<file path="src/rtl/lcd_bl_ctrl.sv">
// Front-panel LCD backlight controller: OFF / fade-in / active / timeout fade-out / dark
// sequencing with a free-running 8-bit PWM on lcd_bl at the applied duty.
module lcd_bl_ctrl #(
    parameter int TICK_DIV    = 27000,
    parameter int FADE_IN_MS  = 1,
    parameter int FADE_OUT_MS = 4
) (
    input  logic       clk27,
    input  logic       reset_n,
    input  logic       bl_on,
    input  logic [1:0] bl_time,
    input  logic [7:0] bl_level,
    input  logic       remote_event,
    input  logic       force_on,
    output logic       lcd_bl,
    output logic [2:0] bl_state,
    output logic [7:0] bl_duty
);

    typedef enum logic [2:0] {
        S_OFF      = 3'd0,
        S_FADE_IN  = 3'd1,
        S_ACTIVE   = 3'd2,
        S_FADE_OUT = 3'd3,
        S_DARK     = 3'd4
    } state_t;

    localparam int          PW         = (TICK_DIV > 1) ? $clog2(TICK_DIV) : 1;
    localparam logic [PW-1:0] PRESC_MAX = PW'(TICK_DIV - 1);
    localparam int          SW         = 16;
    localparam logic [SW-1:0] FI_LAST  = SW'(FADE_IN_MS - 1);
    localparam logic [SW-1:0] FO_LAST  = SW'(FADE_OUT_MS - 1);
    localparam logic [14:0] MS_MAX     = 15'h7FFF;

    state_t        r_state;
    logic [7:0]    r_duty;
    logic [SW-1:0] r_step;
    logic [PW-1:0] r_presc;
    logic [14:0]   r_ms_cnt;
    logic [7:0]    r_pwm_cnt;
    logic          r_event_prev;
    logic          r_lcd_bl;

    logic          w_tick;
    logic          w_act;
    logic          w_enter_active;
    logic          w_timeout;
    logic [14:0]   w_limit;

    function automatic logic [14:0] timeout_limit(input logic [1:0] sel);
        case (sel)
            2'd1:    timeout_limit = 15'd3000;
            2'd2:    timeout_limit = 15'd10000;
            2'd3:    timeout_limit = 15'd30000;
            default: timeout_limit = 15'd0;
        endcase
    endfunction

    assign w_tick         = (r_presc == PRESC_MAX);
    assign w_act          = (remote_event != r_event_prev) | force_on;
    assign w_enter_active = bl_on && (r_state == S_FADE_IN) && (r_duty >= bl_level);
    assign w_limit        = timeout_limit(bl_time);
    assign w_timeout      = (bl_time != 2'd0) && !force_on && (r_ms_cnt >= w_limit);

    // Millisecond prescaler: free-running, never disturbed by activity or state.
    // NOTE: every register here uses <= so all blocks see pre-edge values of each other.
    always_ff @(posedge clk27 or negedge reset_n) begin
        if (!reset_n) begin
            r_presc <= '0;
        end else if (w_tick) begin
            r_presc <= '0;
        end else begin
            r_presc <= r_presc + 1'b1;
        end
    end

    always_ff @(posedge clk27 or negedge reset_n) begin
        if (!reset_n) begin
            r_event_prev <= 1'b0;
        end else begin
            r_event_prev <= remote_event;
        end
    end

    // Idle timer: restarts on activity or ACTIVE entry, otherwise saturating ms count.
    always_ff @(posedge clk27 or negedge reset_n) begin
        if (!reset_n) begin
            r_ms_cnt <= '0;
        end else if (w_act || w_enter_active) begin
            r_ms_cnt <= '0;
        end else if (w_tick && (r_ms_cnt != MS_MAX)) begin
            r_ms_cnt <= r_ms_cnt + 15'd1;
        end
    end

    // Backlight sequencer; bl_on low overrides everything.
    always_ff @(posedge clk27 or negedge reset_n) begin
        if (!reset_n) begin
            r_state <= S_OFF;
            r_duty  <= '0;
            r_step  <= '0;
        end else if (!bl_on) begin
            r_state <= S_OFF;
            r_duty  <= '0;
            r_step  <= '0;
        end else begin
            case (r_state)
                S_OFF: begin
                    r_state <= S_FADE_IN;
                    r_duty  <= '0;
                    r_step  <= '0;
                end
                S_FADE_IN: begin
                    if (w_enter_active) begin
                        r_state <= S_ACTIVE;
                        r_duty  <= bl_level;
                        r_step  <= '0;
                    end else if (w_tick) begin
                        if (r_step == FI_LAST) begin
                            r_duty <= r_duty + 8'd1;
                            r_step <= '0;
                        end else begin
                            r_step <= r_step + 1'b1;
                        end
                    end
                end
                S_ACTIVE: begin
                    r_duty <= bl_level;
                    // Activity in the same cycle as the timeout keeps the panel lit.
                    if (!w_act && w_timeout) begin
                        r_state <= S_FADE_OUT;
                        r_step  <= '0;
                    end
                end
                S_FADE_OUT: begin
                    if (w_act) begin
                        r_state <= S_FADE_IN;
                        r_step  <= '0;
                    end else if (r_duty == 8'd0) begin
                        r_state <= S_DARK;
                        r_step  <= '0;
                    end else if (w_tick) begin
                        if (r_step == FO_LAST) begin
                            r_duty <= r_duty - 8'd1;
                            r_step <= '0;
                        end else begin
                            r_step <= r_step + 1'b1;
                        end
                    end
                end
                S_DARK: begin
                    r_duty <= '0;
                    if (w_act) begin
                        r_state <= S_FADE_IN;
                        r_step  <= '0;
                    end
                end
                default: begin
                    r_state <= S_OFF;
                    r_duty  <= '0;
                    r_step  <= '0;
                end
            endcase
        end
    end

    // PWM: duty 255 is forced to a constant high so full brightness has no gap.
    always_ff @(posedge clk27 or negedge reset_n) begin
        if (!reset_n) begin
            r_pwm_cnt <= '0;
            r_lcd_bl  <= 1'b0;
        end else begin
            r_pwm_cnt <= r_pwm_cnt + 8'd1;
            r_lcd_bl  <= bl_on & ((r_duty == 8'hFF) | (r_pwm_cnt < r_duty));
        end
    end

    assign lcd_bl   = r_lcd_bl;
    assign bl_state = r_state;
    assign bl_duty  = r_duty;

endmodule

</file>
<file path="config.mk">
export PLATFORM = sky130hd
export DESIGN_NAME = lcd_bl_ctrl
export DESIGN_NICKNAME = d
export VERILOG_FILES = /design/src/rtl/lcd_bl_ctrl.sv
export SDC_FILE = /design/constraint.sdc
export NUM_CORES = 1
export LEC_CHECK = 0
export ABC_AREA = 1
export CAP_MARGIN = 30
export CORE_MARGIN = 2
export CORE_UTILIZATION = 52
export CTS_BUF_LIST = sky130_fd_sc_hd__clkbuf_16
export DETAILED_ROUTE_END_ITERATION = 10
export PLACE_DENSITY = 0.71
export SETUP_SLACK_MARGIN = 0.3
export SYNTH_ARGS = -nofsm -noshare
export SYNTH_HDL_FRONTEND = slang
export SYNTH_SLANG_ARGS = --single-unit
</file>
<file path="constraint.sdc">
create_clock -name clk27 -period 2.4 [get_ports clk27]
set_input_delay 0.48 -clock clk27 [delete_from_list [all_inputs] [get_ports clk27]]
set_output_delay 0.48 -clock clk27 [all_outputs]
set_load 0.05 [all_outputs]
</file>
==> out/qor.yml <==
stdcell_area_um2: 6490
drc_violation_count_after_routing: 0
final.setup_skew_ns: 0.00540
fmax_ghz: 0.462
antenna_found_initial: 0
place_worst_setup_slack_ns: -0.509
finalCritPeriodShare: 0.901
final_layout_size_suffix_gt1_frac: 0.185
main_combinational_cell_family_by_area_after_synthesis: "simple AND/OR/NAND/NOR gates"
yosysTopAreaCellShare: 0.336
ys_async_sr_fraction: 1.00
final_setup_violation_count: 0
num_io_pins: 27
worst_relative_slew_slack: 0.649
finalHoldViolCount: 0
global_route_wire_length_before_repair_mm: 22.1
synth.ff_latch_count: 67
postSynthNetCount: 777
transition_at_the_pin_with_the_smallest_max_transition_slack_ns: 0.525
synthSimpleGateAreaFrac: 0.355
port-buffer-count: 26
placement_rows: 35
numClockSinks: 67
synthesis.instances: 723
yosys_warning_count: 0
clock_buffer_depth: 2
nNetsFinal: 856
path_clk_slew_ns: 0.06
final_period_minus_worst_setup_slack_ns: 2.16
synth_edf_count: 0
initial_core_util: 0.538
dieArea_um2: 10400
post-dp-hpwl_mm: 9.05
worstHoldPathType: "in2async"
synth-main-ff-cell: "dfrtp_1"
endpoint_kind: "register"
post-synth-top-count-cell: "nand2_1"
wire_per_inst_um: 14.2
clockRootBuffer: "clkbuf_16"
gr-usage-all-layers: 0.265
irDropWorstVdd_uv: 515
synth.area.mux_share: 0
gp_congestion: 0.904
cellPowerDensity_nw_per_um2: 636
p_leak_nw: 3.27
ant_nets: 0
worst_setup_slack_after_layout_ns: 0.238
worst-endpoint-required_ns: 2.67
unrepaired_setup_endpoints_after_global_routing: "yes"
totalWireLength_mm: 13.3
detailedRoute.firstIterationViolations: 209
slew_violations: 0
netlist-cell-type-count: 36
vias: 5031
post-layout-total-power_w: 0.00413
outcome: "finished, final reports clean"
critical_path.max_fanout: 8
post_synth_main_area_contributors: "dfrtp_1, nand2_1, ha_1"
cts_htree_levels: 3
dpl_cell_area_um2: 5740
post-synth-top-area-cell: "dfrtp_1"
worst_setup_path_start_kind: "primary input"
vertical_die_dimension_um: 102
insertedDiodeCount: 0
mappedNetlistArea_um2: 4990
syn_area_per_cell_um2: 6.91
placeableCoreArea_um2: 9280
worstPathArrival_ns: 2.44
detail_route.first_pass.iterations: 5
worstSetupPathType: "in2reg"
first_global_vias: 4860
maximum_number_of_pins_on_one_net_before_global_route_repair: 48
clock_insertion_delay_at_the_later_pin_of_the_skew_report_ns: 0.33
remaining_overflow_grt: 0
synth_compound_gate_area_share: 0.0847
cts_tree: "built"
yosysSeqAreaShare: 0.336
floorplan.die.width_um: 102
synthXorXnorAreaFrac: 0.0386
synthAdderAreaFrac: 0.0977
postCtsHoldBufs: 0
viasPerCell: 5.38
cap_violations: 0
synth.top_cells.by_count: "nand2_1, inv_1, nor2_1"
cts-buffers-inserted: 9
area_growth_syn_to_layout_pct: 30.0
[metrics by stage]
step,utilization,std cells,TNS (ns),hold slack [ns]
after floorplan,-,723,0,0.184
after global placement,0.618,902,-10.46,0.452
after detailed placement,0.618,902,-12.17,0.456
after CTS,0.672,925,0,0.130
after global routing,0.699,936,0,0.155
final,0.699,936,0,0.111
[per-layer routing]
metal	vias up	share of wire	track usage
li1	2490	-	-
met1	2368	0.44	0.340
met2	147	0.49	0.452
met3	26	0.048	0.0315
met4	0	0.022	0.114
met5	-	0	0
[worst max-delay path, cell delays in order]
cell	delay, ns
buf_6	0.08
buf_12	0.12
inv_12	0.03
ha_4	0.14
o21bai_4	0.19
ha_4	0.28
nand2_2	0.05
nor2_2	0.10
nand2_2	0.06
nor2_1	0.09
nor2_1	0.05
nand3_1	0.08
nand2_1	0.06
nand2_2	0.08
nand2_2	0.07
nor2_4	0.19
buf_12	0.18
nand2_2	0.05
nand2_1	0.05
[timing repair]
action | 4_1_cts | 5_1_grt
pin swaps | 20 | 19
buffers inserted | 3 | 11
setup endpoints to repair | 44 | 42
resized for setup | 60 | 39
cloned | 4 | 0
[worst paths after layout]
kind                            startpoint         end  slack (ns)  depth (start not counted)
worst min-delay path               reset_n  r_presc[7]        0.11                          1
worst min register to register  r_presc[0]  r_presc[0]        0.46                          1
max in group asynchronous          reset_n  r_step[10]        1.65                          2
worst max register to register  bl_duty[0]   r_step[6]        0.29                         15
worst max-delay path            bl_time[0]  r_step[15]        0.24                         19
min in group clk27              r_presc[0]  r_presc[0]        0.46                          1
[sequential cells by signal, summed over array words and instances (netlist names)]
register and flops:
r_event_prev 1, r_pwm_cnt 8, bl_duty 8, r_step 16
r_ms_cnt 15, r_presc 15, lcd_bl 1, bl_state 3
[power by group]
group / internal (W) / total [W] / leakage [nW] / switching, W
clock network: 0.000695 / 0.00121 / 0.133 / 0.000514
registers: 0.00118 / 0.00125 / 0.893 / 0.0000693
logic: 0.000633 / 0.00167 / 2.24 / 0.00103
total: 0.00251 / 0.00413 / 3.27 / 0.00162
[cells in the final DEF, fill, tap and decap left out, types with 7 or more instances in the layout]
cell type	count
nor3_1	12
nand4_1	14
nand2_1	188
dfrtp_1	62
xor2_1	19
a21oi_2	7
clkbuf_16	10
a21oi_1	24
ha_1	29
buf_4	40
inv_1	88
nand3_1	72
o21ai_0	25
nand2_2	21
nand2_4	7
nor2_1	70
ha_4	8
dlygate4sd2_1	13
[logic make-up after synthesis]
kind of cell	count (synthesis)
and+or+nand+nor	408
AOI/OAI and AO/OA	76
buffers and inverters	111
xor gates and xnor gates	22
adders and majority gates	39
DFF	67
[final cells by class]
cell class / instances / area, µm²
clock buffers: 9 / 225
clock inverters: 7 / 43.8
fillers: 778 / 2790
inverters: 101 / 414
multi-input cells: 546 / 3190
flip-flops and latches: 67 / 1680
well taps: 129 / 161
repair buffers: 77 / 778
(Power assumes the default switching activity.)
